<file path="config.mk">
export PLATFORM = sky130hd
export DESIGN_NAME = camera_stream_tx
export DESIGN_NICKNAME = d
export VERILOG_FILES = /design/src/rtl/cam_pkg.sv /design/src/rtl/cam_pattern_gen.sv /design/src/rtl/camera_stream_tx.sv
export SDC_FILE = /design/constraint.sdc
export NUM_CORES = 1
export LEC_CHECK = 0
export CORE_ASPECT_RATIO = 0.6
export CORE_MARGIN = 2
export CORE_UTILIZATION = 30
export CTS_CLUSTER_SIZE = 20
export DETAILED_ROUTE_END_ITERATION = 16
export HOLD_SLACK_MARGIN = 0.12
export MAX_ROUTING_LAYER = met4
export PLACE_DENSITY = 0.48
export SLEW_MARGIN = 20
export SYNTH_ARGS = -nofsm -noshare
export SYNTH_HDL_FRONTEND = slang
export SYNTH_SLANG_ARGS = --single-unit
</file>
<file path="constraint.sdc">
create_clock -name i_clk -period 4.5 [get_ports i_clk]
set_clock_uncertainty 0.05 [all_clocks]
set_input_delay 0.45 -clock i_clk [delete_from_list [all_inputs] [get_ports i_clk]]
set_output_delay 0.45 -clock i_clk [all_outputs]
set_load 0.1 [all_outputs]
</file>
<file path="src/rtl/cam_pkg.sv">
// Shared definitions for the camera stream transmitter: RGB565 colours,
// test-pattern selection, FSM state encoding and default frame geometry.
package cam_pkg;

  localparam int unsigned SCREEN_WIDTH_DEF  = 176;
  localparam int unsigned SCREEN_HEIGHT_DEF = 144;

  localparam logic [15:0] RGB_WHITE   = 16'hFFFF;
  localparam logic [15:0] RGB_YELLOW  = 16'hFFE0;
  localparam logic [15:0] RGB_CYAN    = 16'h07FF;
  localparam logic [15:0] RGB_GREEN   = 16'h07E0;
  localparam logic [15:0] RGB_MAGENTA = 16'hF81F;
  localparam logic [15:0] RGB_RED     = 16'hF800;
  localparam logic [15:0] RGB_BLUE    = 16'h001F;
  localparam logic [15:0] RGB_BLACK   = 16'h0000;

  typedef enum logic [1:0] {
    PAT_EXTERNAL = 2'd0,
    PAT_BARS     = 2'd1,
    PAT_RED      = 2'd2,
    PAT_DIAG     = 2'd3
  } pattern_e;

  typedef enum logic [2:0] {
    ST_IDLE   = 3'd0,
    ST_VSYNC  = 3'd1,
    ST_VBACK  = 3'd2,
    ST_LINE   = 3'd3,
    ST_HBLANK = 3'd4,
    ST_VFRONT = 3'd5
  } state_e;

  // Colour of bar idx, left to right
  function automatic logic [15:0] bar_colour(input logic [2:0] idx);
    logic [15:0] c;
    case (idx)
      3'd0:    c = RGB_WHITE;
      3'd1:    c = RGB_YELLOW;
      3'd2:    c = RGB_CYAN;
      3'd3:    c = RGB_GREEN;
      3'd4:    c = RGB_MAGENTA;
      3'd5:    c = RGB_RED;
      3'd6:    c = RGB_BLUE;
      default: c = RGB_BLACK;
    endcase
    return c;
  endfunction

endpackage

</file>
<file path="src/rtl/cam_pattern_gen.sv">
// Combinational test-pattern source: maps pixel coordinates and pattern
// selection to an RGB565 word. External mode yields zero (the top muxes in
// the fetched word instead).
module cam_pattern_gen
  import cam_pkg::*;
#(
  parameter int unsigned SCREEN_WIDTH = SCREEN_WIDTH_DEF
) (
  input  logic [7:0]  i_x,
  input  logic [7:0]  i_y,
  input  pattern_e    i_sel,
  output logic [15:0] o_rgb
);

  localparam int unsigned BAR_W   = ((SCREEN_WIDTH / 8) > 0) ? (SCREEN_WIDTH / 8) : 1;
  localparam logic [7:0]  C_BAR_W = 8'(BAR_W);

  logic [7:0] w_bar_raw;
  logic [2:0] w_bar;

  // Bar index from x; widths that do not divide by 8 fold the remainder into the last bar
  always_comb begin
    w_bar_raw = i_x / C_BAR_W;
    if (w_bar_raw > 8'd7) begin
      w_bar = 3'd7;
    end else begin
      w_bar = w_bar_raw[2:0];
    end
  end

  // Colour selection per pattern
  always_comb begin
    o_rgb = RGB_BLACK;
    case (i_sel)
      PAT_BARS: o_rgb = bar_colour(w_bar);
      PAT_RED:  o_rgb = RGB_RED;
      PAT_DIAG: begin
        if (i_x == i_y) begin
          o_rgb = RGB_RED;
        end else begin
          o_rgb = RGB_GREEN;
        end
      end
      default:  o_rgb = RGB_BLACK;
    endcase
  end

endmodule

</file>
<file path="src/rtl/camera_stream_tx.sv">
// Camera-side transmitter: emits PCLK/HREF/VSYNC/DATA frames of RGB565 pixels
// as byte pairs, sourcing pixels from an external one-cycle-latency memory or
// an internal test pattern. All camera-side state moves on the CLK edge where
// PCLK_OUT falls, so outputs are stable at PCLK_OUT rising.
module camera_stream_tx
  import cam_pkg::*;
#(
  parameter int unsigned SCREEN_WIDTH  = SCREEN_WIDTH_DEF,
  parameter int unsigned SCREEN_HEIGHT = SCREEN_HEIGHT_DEF,
  parameter int unsigned HBLANK        = 16,
  parameter int unsigned VSYNC_LINES   = 3,
  parameter int unsigned VBACK_LINES   = 2,
  parameter int unsigned VFRONT_LINES  = 2
) (
  input  logic        i_clk,
  input  logic        i_reset,
  input  logic        i_en,
  input  logic [1:0]  i_pattern_sel,
  output logic        o_pix_req,
  output logic [7:0]  o_pix_x,
  output logic [7:0]  o_pix_y,
  input  logic [15:0] i_pix_data,
  output logic        o_pclk_out,
  output logic        o_href,
  output logic        o_vsync,
  output logic [7:0]  o_data,
  output logic        o_frame_done
);

  localparam int unsigned LINE_BYTES = 2 * SCREEN_WIDTH;
  localparam int unsigned LINE_TIME  = LINE_BYTES + HBLANK;

  // Counter terminal values; *_PRE is one PCLK early, where pixel 0 of the next line is fetched
  localparam logic [15:0] C_BYTE_LAST = 16'(LINE_BYTES - 1);
  localparam logic [15:0] C_REQ_LIMIT = 16'(LINE_BYTES - 2);
  localparam logic [15:0] C_HB_LAST   = 16'(HBLANK - 1);
  localparam logic [15:0] C_HB_PRE    = 16'(HBLANK - 2);
  localparam logic [15:0] C_LT_LAST   = 16'(LINE_TIME - 1);
  localparam logic [15:0] C_LT_PRE    = 16'(LINE_TIME - 2);
  localparam logic [7:0]  C_VS_LAST   = 8'(VSYNC_LINES - 1);
  localparam logic [7:0]  C_VB_LAST   = 8'(VBACK_LINES - 1);
  localparam logic [7:0]  C_VF_LAST   = 8'(VFRONT_LINES - 1);
  localparam logic [7:0]  C_Y_LAST    = 8'(SCREEN_HEIGHT - 1);

  state_e      r_state;
  pattern_e    r_mode;
  logic        r_pclk;
  logic [15:0] r_cnt;
  logic [7:0]  r_vline;
  logic [7:0]  r_y;
  logic [7:0]  r_lo;
  logic        r_href;
  logic        r_vsync;
  logic [7:0]  r_data;
  logic        r_pix_req;
  logic [7:0]  r_pix_x;
  logic [7:0]  r_pix_y;
  logic        r_frame_done;

  logic [15:0] w_pat;
  logic [15:0] w_pixel;

  cam_pattern_gen #(
    .SCREEN_WIDTH (SCREEN_WIDTH)
  ) u_pattern (
    .i_x   (r_pix_x),
    .i_y   (r_pix_y),
    .i_sel (r_mode),
    .o_rgb (w_pat)
  );

  // Pixel source: the fetched word in external mode, otherwise the generated pattern
  always_comb begin
    w_pixel = w_pat;
    if (r_mode == PAT_EXTERNAL) begin
      w_pixel = i_pix_data;
    end else begin
      w_pixel = w_pat;
    end
  end

  // Phase bit, frame FSM, counters, fetch strobe and byte mux, advanced on PCLK falling edges
  always_ff @(posedge i_clk or posedge i_reset) begin
    if (i_reset) begin
      r_state      <= ST_IDLE;
      r_mode       <= PAT_EXTERNAL;
      r_pclk       <= 1'b0;
      r_cnt        <= 16'd0;
      r_vline      <= 8'd0;
      r_y          <= 8'd0;
      r_lo         <= 8'd0;
      r_href       <= 1'b0;
      r_vsync      <= 1'b0;
      r_data       <= 8'd0;
      r_pix_req    <= 1'b0;
      r_pix_x      <= 8'd0;
      r_pix_y      <= 8'd0;
      r_frame_done <= 1'b0;
    end else begin
      r_pclk       <= ~r_pclk;
      r_pix_req    <= 1'b0;
      r_frame_done <= 1'b0;
      if (r_pclk) begin
        case (r_state)
          ST_IDLE: begin
            if (i_en) begin
              r_state <= ST_VSYNC;
              r_vsync <= 1'b1;
              r_cnt   <= 16'd0;
              r_vline <= 8'd0;
              r_y     <= 8'd0;
              r_mode  <= pattern_e'(i_pattern_sel);
            end
          end
          ST_VSYNC: begin
            if (r_cnt == C_LT_LAST) begin
              r_cnt <= 16'd0;
              if (r_vline == C_VS_LAST) begin
                r_state <= ST_VBACK;
                r_vsync <= 1'b0;
                r_vline <= 8'd0;
              end else begin
                r_vline <= r_vline + 8'd1;
              end
            end else begin
              r_cnt <= r_cnt + 16'd1;
            end
          end
          ST_VBACK: begin
            if (r_cnt == C_LT_LAST && r_vline == C_VB_LAST) begin
              r_state <= ST_LINE;
              r_cnt   <= 16'd0;
              r_href  <= 1'b1;
              r_data  <= w_pixel[15:8];
              r_lo    <= w_pixel[7:0];
            end else if (r_cnt == C_LT_LAST) begin
              r_cnt   <= 16'd0;
              r_vline <= r_vline + 8'd1;
            end else begin
              r_cnt <= r_cnt + 16'd1;
              if (r_cnt == C_LT_PRE && r_vline == C_VB_LAST) begin
                r_pix_req <= (r_mode == PAT_EXTERNAL);
                r_pix_x   <= 8'd0;
                r_pix_y   <= 8'd0;
              end
            end
          end
          ST_LINE: begin
            if (r_cnt == C_BYTE_LAST) begin
              r_state <= ST_HBLANK;
              r_cnt   <= 16'd0;
              r_href  <= 1'b0;
              r_data  <= 8'd0;
            end else begin
              r_cnt <= r_cnt + 16'd1;
              if (r_cnt[0]) begin
                r_data <= w_pixel[15:8];
                r_lo   <= w_pixel[7:0];
              end else begin
                r_data <= r_lo;
                // Fetch the next pixel while its predecessor's low byte goes out
                if (r_cnt < C_REQ_LIMIT) begin
                  r_pix_req <= (r_mode == PAT_EXTERNAL);
                  r_pix_x   <= r_pix_x + 8'd1;
                  r_pix_y   <= r_y;
                end
              end
            end
          end
          ST_HBLANK: begin
            if (r_cnt == C_HB_LAST) begin
              r_cnt <= 16'd0;
              if (r_y == C_Y_LAST) begin
                r_state <= ST_VFRONT;
                r_vline <= 8'd0;
              end else begin
                r_state <= ST_LINE;
                r_y     <= r_y + 8'd1;
                r_href  <= 1'b1;
                r_data  <= w_pixel[15:8];
                r_lo    <= w_pixel[7:0];
              end
            end else begin
              r_cnt <= r_cnt + 16'd1;
              if (r_cnt == C_HB_PRE && r_y != C_Y_LAST) begin
                r_pix_req <= (r_mode == PAT_EXTERNAL);
                r_pix_x   <= 8'd0;
                r_pix_y   <= r_y + 8'd1;
              end
            end
          end
          ST_VFRONT: begin
            if (r_cnt == C_LT_LAST && r_vline == C_VF_LAST) begin
              r_frame_done <= 1'b1;
              r_cnt        <= 16'd0;
              r_vline      <= 8'd0;
              r_y          <= 8'd0;
              if (i_en) begin
                r_state <= ST_VSYNC;
                r_vsync <= 1'b1;
                r_mode  <= pattern_e'(i_pattern_sel);
              end else begin
                r_state <= ST_IDLE;
              end
            end else if (r_cnt == C_LT_LAST) begin
              r_cnt   <= 16'd0;
              r_vline <= r_vline + 8'd1;
            end else begin
              r_cnt <= r_cnt + 16'd1;
            end
          end
          default: begin
            r_state <= ST_IDLE;
            r_href  <= 1'b0;
            r_vsync <= 1'b0;
            r_data  <= 8'd0;
          end
        endcase
      end
    end
  end

  assign o_pclk_out   = r_pclk;
  assign o_href       = r_href;
  assign o_vsync      = r_vsync;
  assign o_data       = r_data;
  assign o_pix_req    = r_pix_req;
  assign o_pix_x      = r_pix_x;
  assign o_pix_y      = r_pix_y;
  assign o_frame_done = r_frame_done;

endmodule
</file>
==> key figures <==
Global route
  • Pin count of the biggest net entering global routing: 46
  • GR Overflow Total: 0
  • Vias in the first global route: 4093
  • Overall track demand over capacity in global routing: 18.0%
  • Initial antenna violation count: 0
  • Wire length of the first global-routing pass: 23.2 mm

Clock tree
  • Clock tree from TritonCTS: built
  • Clock root buffer: sky130_fd_sc_hd__clkbuf_16
  • Skew-Pair Late Insertion Delay: 0.34 ns
  • Count of clock tree sinks: 74
  • Register clock-pin slew on the reported worst setup and hold paths: 0.06 ns
  • Number of cells upsized or downsized after cts: 0
  • Total clock buffers created by CTS: 9
  • H-tree depth: 3
  • CTS Buffer Depth: 2
  • Hold buffers post-CTS: 0
  • Post-CTS Setup Repair Bufs: 0

Pwr
  • NetSw: 1.73 mW
  • Total power divided by cell area: 622 mW/mm2
  • Proportion of power drawn by combinational gates: 51.3%
  • Internal power contribution: 1.80 mW
  • Leakage dissipation: 2.25 nW
  • Power share of the sequential group: 28.7%
  • Switching part of the total: 48.9%
  • Maximum vdd ir drop: 434 uV
  • Relative contribution of the clock network to total power: 20.0%

Layout
  • # fillers: 1582
  • Number of diodes: 0
  • Combined area of the multi-input logic cells: 0.00267 mm2
  • Number of nets at the end of the flow: 633
  • Area growth, synth to finish: 20.1%
  • Non-Filler Instances: 811
  • Sequential cell area: 0.00185 mm2
  • Share of layout cells above drive strength 1: 6.74%

STA
  • Slew HR: 26.0%
  • RSZ-0062 raised after global routing: no
  • Endpoints failing setup: 0
  • Setup TNS after final layout: 0 ns
  • Time the final worst path needs with I/O delays and setup: 3.18 ns
  • Total count of hold-check failures in the final report: 0
  • Fin crit share: 70.6%
  • Least-Margin Pin Slew: 1.11 ns
  • Max-slew violation count: 0
  • Achievable Freq: 315 MHz

Logic synthesis
  • Async SR Flop Fraction: 100%
  • Number of synthesized register bits: 74
  • Number of nets produced by synthesis: 596
  • Avg Cell Area, Syn: 8.34 um2
  • Syn Inst Count: 566
  • Sequential share of the synthesized area: 39.2%
  • Mapped Area: 0.00472 mm2
  • Count of flip-flops with a built-in enable after synthesis: 0
  • Count of yosys warnings during synthesis: 0
  • Leading post-synthesis cells by cell area: sky130_fd_sc_hd__dfrtp_1 (39%), sky130_fd_sc_hd__nand2_1 (5.7%), sky130_fd_sc_hd__nor2_1 (5.4%)
  • Top-count cell post-synth: sky130_fd_sc_hd__dfrtp_1
  • Post-synth top area share: 39.2%
  • Most frequent cells after synthesis: sky130_fd_sc_hd__dfrtp_1 (74), sky130_fd_sc_hd__nand2_1 (72), sky130_fd_sc_hd__nor2_1 (68)
  • Area leader, netlist: sky130_fd_sc_hd__dfrtp_1
  • Distinct cells, synth: 70
  • Dominant synthesized flop cell: sky130_fd_sc_hd__dfrtp_1

Routing
  • Routed wire per std cell: 17.9 um
  • DRC violation count after routing: 0
  • Total routed wirelength: 14.5 mm
  • Number of routed nets with antenna violations: 0
  • Detailed router's first-iteration violation count: 328
  • Via count of the routed design: 4504
  • Mean number of vias per cell: 5.55
  • Count of TritonRoute iterations in the first routing pass: 5

Setup path
  • Arrival time worst endpoint: 3.28 ns
  • Worst Setup Path Type: reg -> reg
  • Maximum fanout encountered on the critical timing path: 16
  • Startpoint kind of the worst setup timing path: flop
  • Required time at the endpoint of the critical path: 4.60 ns
  • Worst reg2reg path endpoint: r_lo[0]
  • Setup slack, reg-to-reg: 1.32 ns
  • Type of destination of the critical path: flop
  • Reg-to-reg critical path startpoint: r_cnt[12]
  • Logic depth of the worst register-to-register path: 5

Placement
  • Placed cells: 795
  • Input/output buffers: 49
  • Weighted congestion reported at the end of routability-driven placement: 0.891
  • Final HPWL from detailed placement: 10.9 mm

Die
  • Top-level I/O count: 50
  • Die Ht: 101 um
  • Floorplan die area: 0.0168 mm2
  • Overall die width: 166 um
  • Std-Cell Core Area: 0.0154 mm2
  • Starting Density: 30.7%
  • Rows: 35

Worst hold path
  • Worst hold-check path type: reg -> reg
  • Worst Hold End: o_data[1]
  • WHS Path Cells: 2
  • Origin of the worst min-delay path: o_data[1]

Flow run
  • Maxcap violations: 0

Run status
  • Result of the run: completed
==> per-layer routing <==
layer  part of all wire [%]  up-vias  GRT usage [%]
li1                       -     2138              -
met5                      0        -              -
met2                     38      150           23.0
met1                     56     2204           28.3
met3                    5.4       12           3.60
met4                   0.93        0           4.08
==> how the worst max path moves through the flow <==
stage                     from   endpoint
floorplan           o_pix_x[5]    r_lo[0]
global placement     r_cnt[12]    r_lo[0]
detailed placement   r_cnt[12]  r_cnt[11]
CTS                  r_cnt[12]    r_lo[0]
global route          r_cnt[5]    r_lo[3]
finish               r_cnt[12]    r_lo[0]
==> stage by stage <==
stage          cell area, um2  hold slack [ns]  util [%]  setup slack (ns)  total power, mW
4_1_cts                  5670            0.439      36.9              1.43             3.53
2_1_floorplan            4720            0.431         -              1.84             2.33
3_5_place_dp             5380            0.426      35.0              1.44             2.81
5_1_grt                  5670            0.483      36.9              1.17             3.76
6_report                 5670            0.440      36.9              1.32             3.53
3_3_place_gp             5380            0.430      35.0              1.38             2.80
==> area by class of cell <==
type	count	share of cell area [%]
multi-input cells	444	47.1
repair buffers	54	9.31
flip-flops and latches	74	32.6
clock inverters	4	0.441
inverters	20	1.32
clock buffers	12	4.70
well taps	203	4.48
==> layout by cell type, fill, tap and decap left out, types with 3 or more instances in the layout <==
cell type,synthesis,routed
sky130_fd_sc_hd__o41ai_1,3,3
sky130_fd_sc_hd__a311oi_1,6,6
sky130_fd_sc_hd__inv_1,19,18
sky130_fd_sc_hd__o221ai_1,5,5
sky130_fd_sc_hd__nand3_1,18,18
sky130_fd_sc_hd__mux2_2,5,5
sky130_fd_sc_hd__o211ai_1,3,3
sky130_fd_sc_hd__a21oi_1,36,36
sky130_fd_sc_hd__xnor2_1,14,14
sky130_fd_sc_hd__a21o_1,3,3
sky130_fd_sc_hd__and3_1,12,12
sky130_fd_sc_hd__buf_4,1,5
sky130_fd_sc_hd__o22ai_1,10,10
sky130_fd_sc_hd__a221oi_1,3,3
sky130_fd_sc_hd__nor2b_1,8,8
sky130_fd_sc_hd__a31oi_1,12,12
sky130_fd_sc_hd__dfrtp_1,74,74
sky130_fd_sc_hd__nand2b_1,8,8
sky130_fd_sc_hd__clkdlybuf4s50_1,0,49
sky130_fd_sc_hd__o21ai_0,45,45
sky130_fd_sc_hd__nor3_1,12,12
sky130_fd_sc_hd__ha_1,9,9
sky130_fd_sc_hd__xor2_1,6,6
sky130_fd_sc_hd__nand2_1,72,72
sky130_fd_sc_hd__clkbuf_16,0,9
sky130_fd_sc_hd__clkbuf_8,0,3
sky130_fd_sc_hd__nand4b_1,4,4
sky130_fd_sc_hd__or4_4,3,3
sky130_fd_sc_hd__nor2_1,68,68
sky130_fd_sc_hd__and2_1,6,6
sky130_fd_sc_hd__nor4_1,5,5
sky130_fd_sc_hd__nand4_1,11,11
sky130_fd_sc_hd__o31ai_1,14,13
==> registers in the layout (all words and copies together) (netlist names) <==
signal        count
r_cnt            16
o_data            8
o_pix_x           8
o_pix_y           8
r_lo              8
r_vline           8
r_y               8
r_state           3
r_mode            2
o_frame_done      1
o_href            1
o_pclk_out        1
o_pix_req         1
o_vsync           1
==> cell families (layout without fill, tap and decap cells) <==
family | Yosys count | count (layout) | synth area share (%)
and+or+nand+nor | 242 | 242 | 25.5
AOI/OAI and AO/OA | 166 | 166 | 23.3
DFF | 74 | 74 | 39.2
buffers and inverters | 48 | 90 | 4.29
xor gates and xnor gates | 20 | 20 | 3.71
adders and majority gates | 9 | 9 | 2.38
muxes | 7 | 7 | 1.62
==> power by group through the flow <==
| stage | Clock (mW) | Combinational, mW | Sequential [mW] |
|---|---|---|---|
| 6_report | 0.707 | 1.81 | 1.01 |
| 5_1_grt | 0.748 | 1.97 | 1.04 |
| 4_1_cts | 0.718 | 1.80 | 1.01 |
| 3_5_place_dp | 0 | 1.79 | 1.02 |
| 3_3_place_gp | 0 | 1.78 | 1.02 |
| 2_1_floorplan | 0 | 1.03 | 1.30 |
==> worst max-delay path, cell delays in order (launching register included) <==
cell                       delay (ns)
sky130_fd_sc_hd__dfrtp_1         0.44
sky130_fd_sc_hd__or4_4           0.58
sky130_fd_sc_hd__nor3_1          0.58
sky130_fd_sc_hd__a21oi_1         0.18
sky130_fd_sc_hd__a311oi_2        0.96
sky130_fd_sc_hd__a31oi_1         0.20
Power figures use the tool's default switching activity.
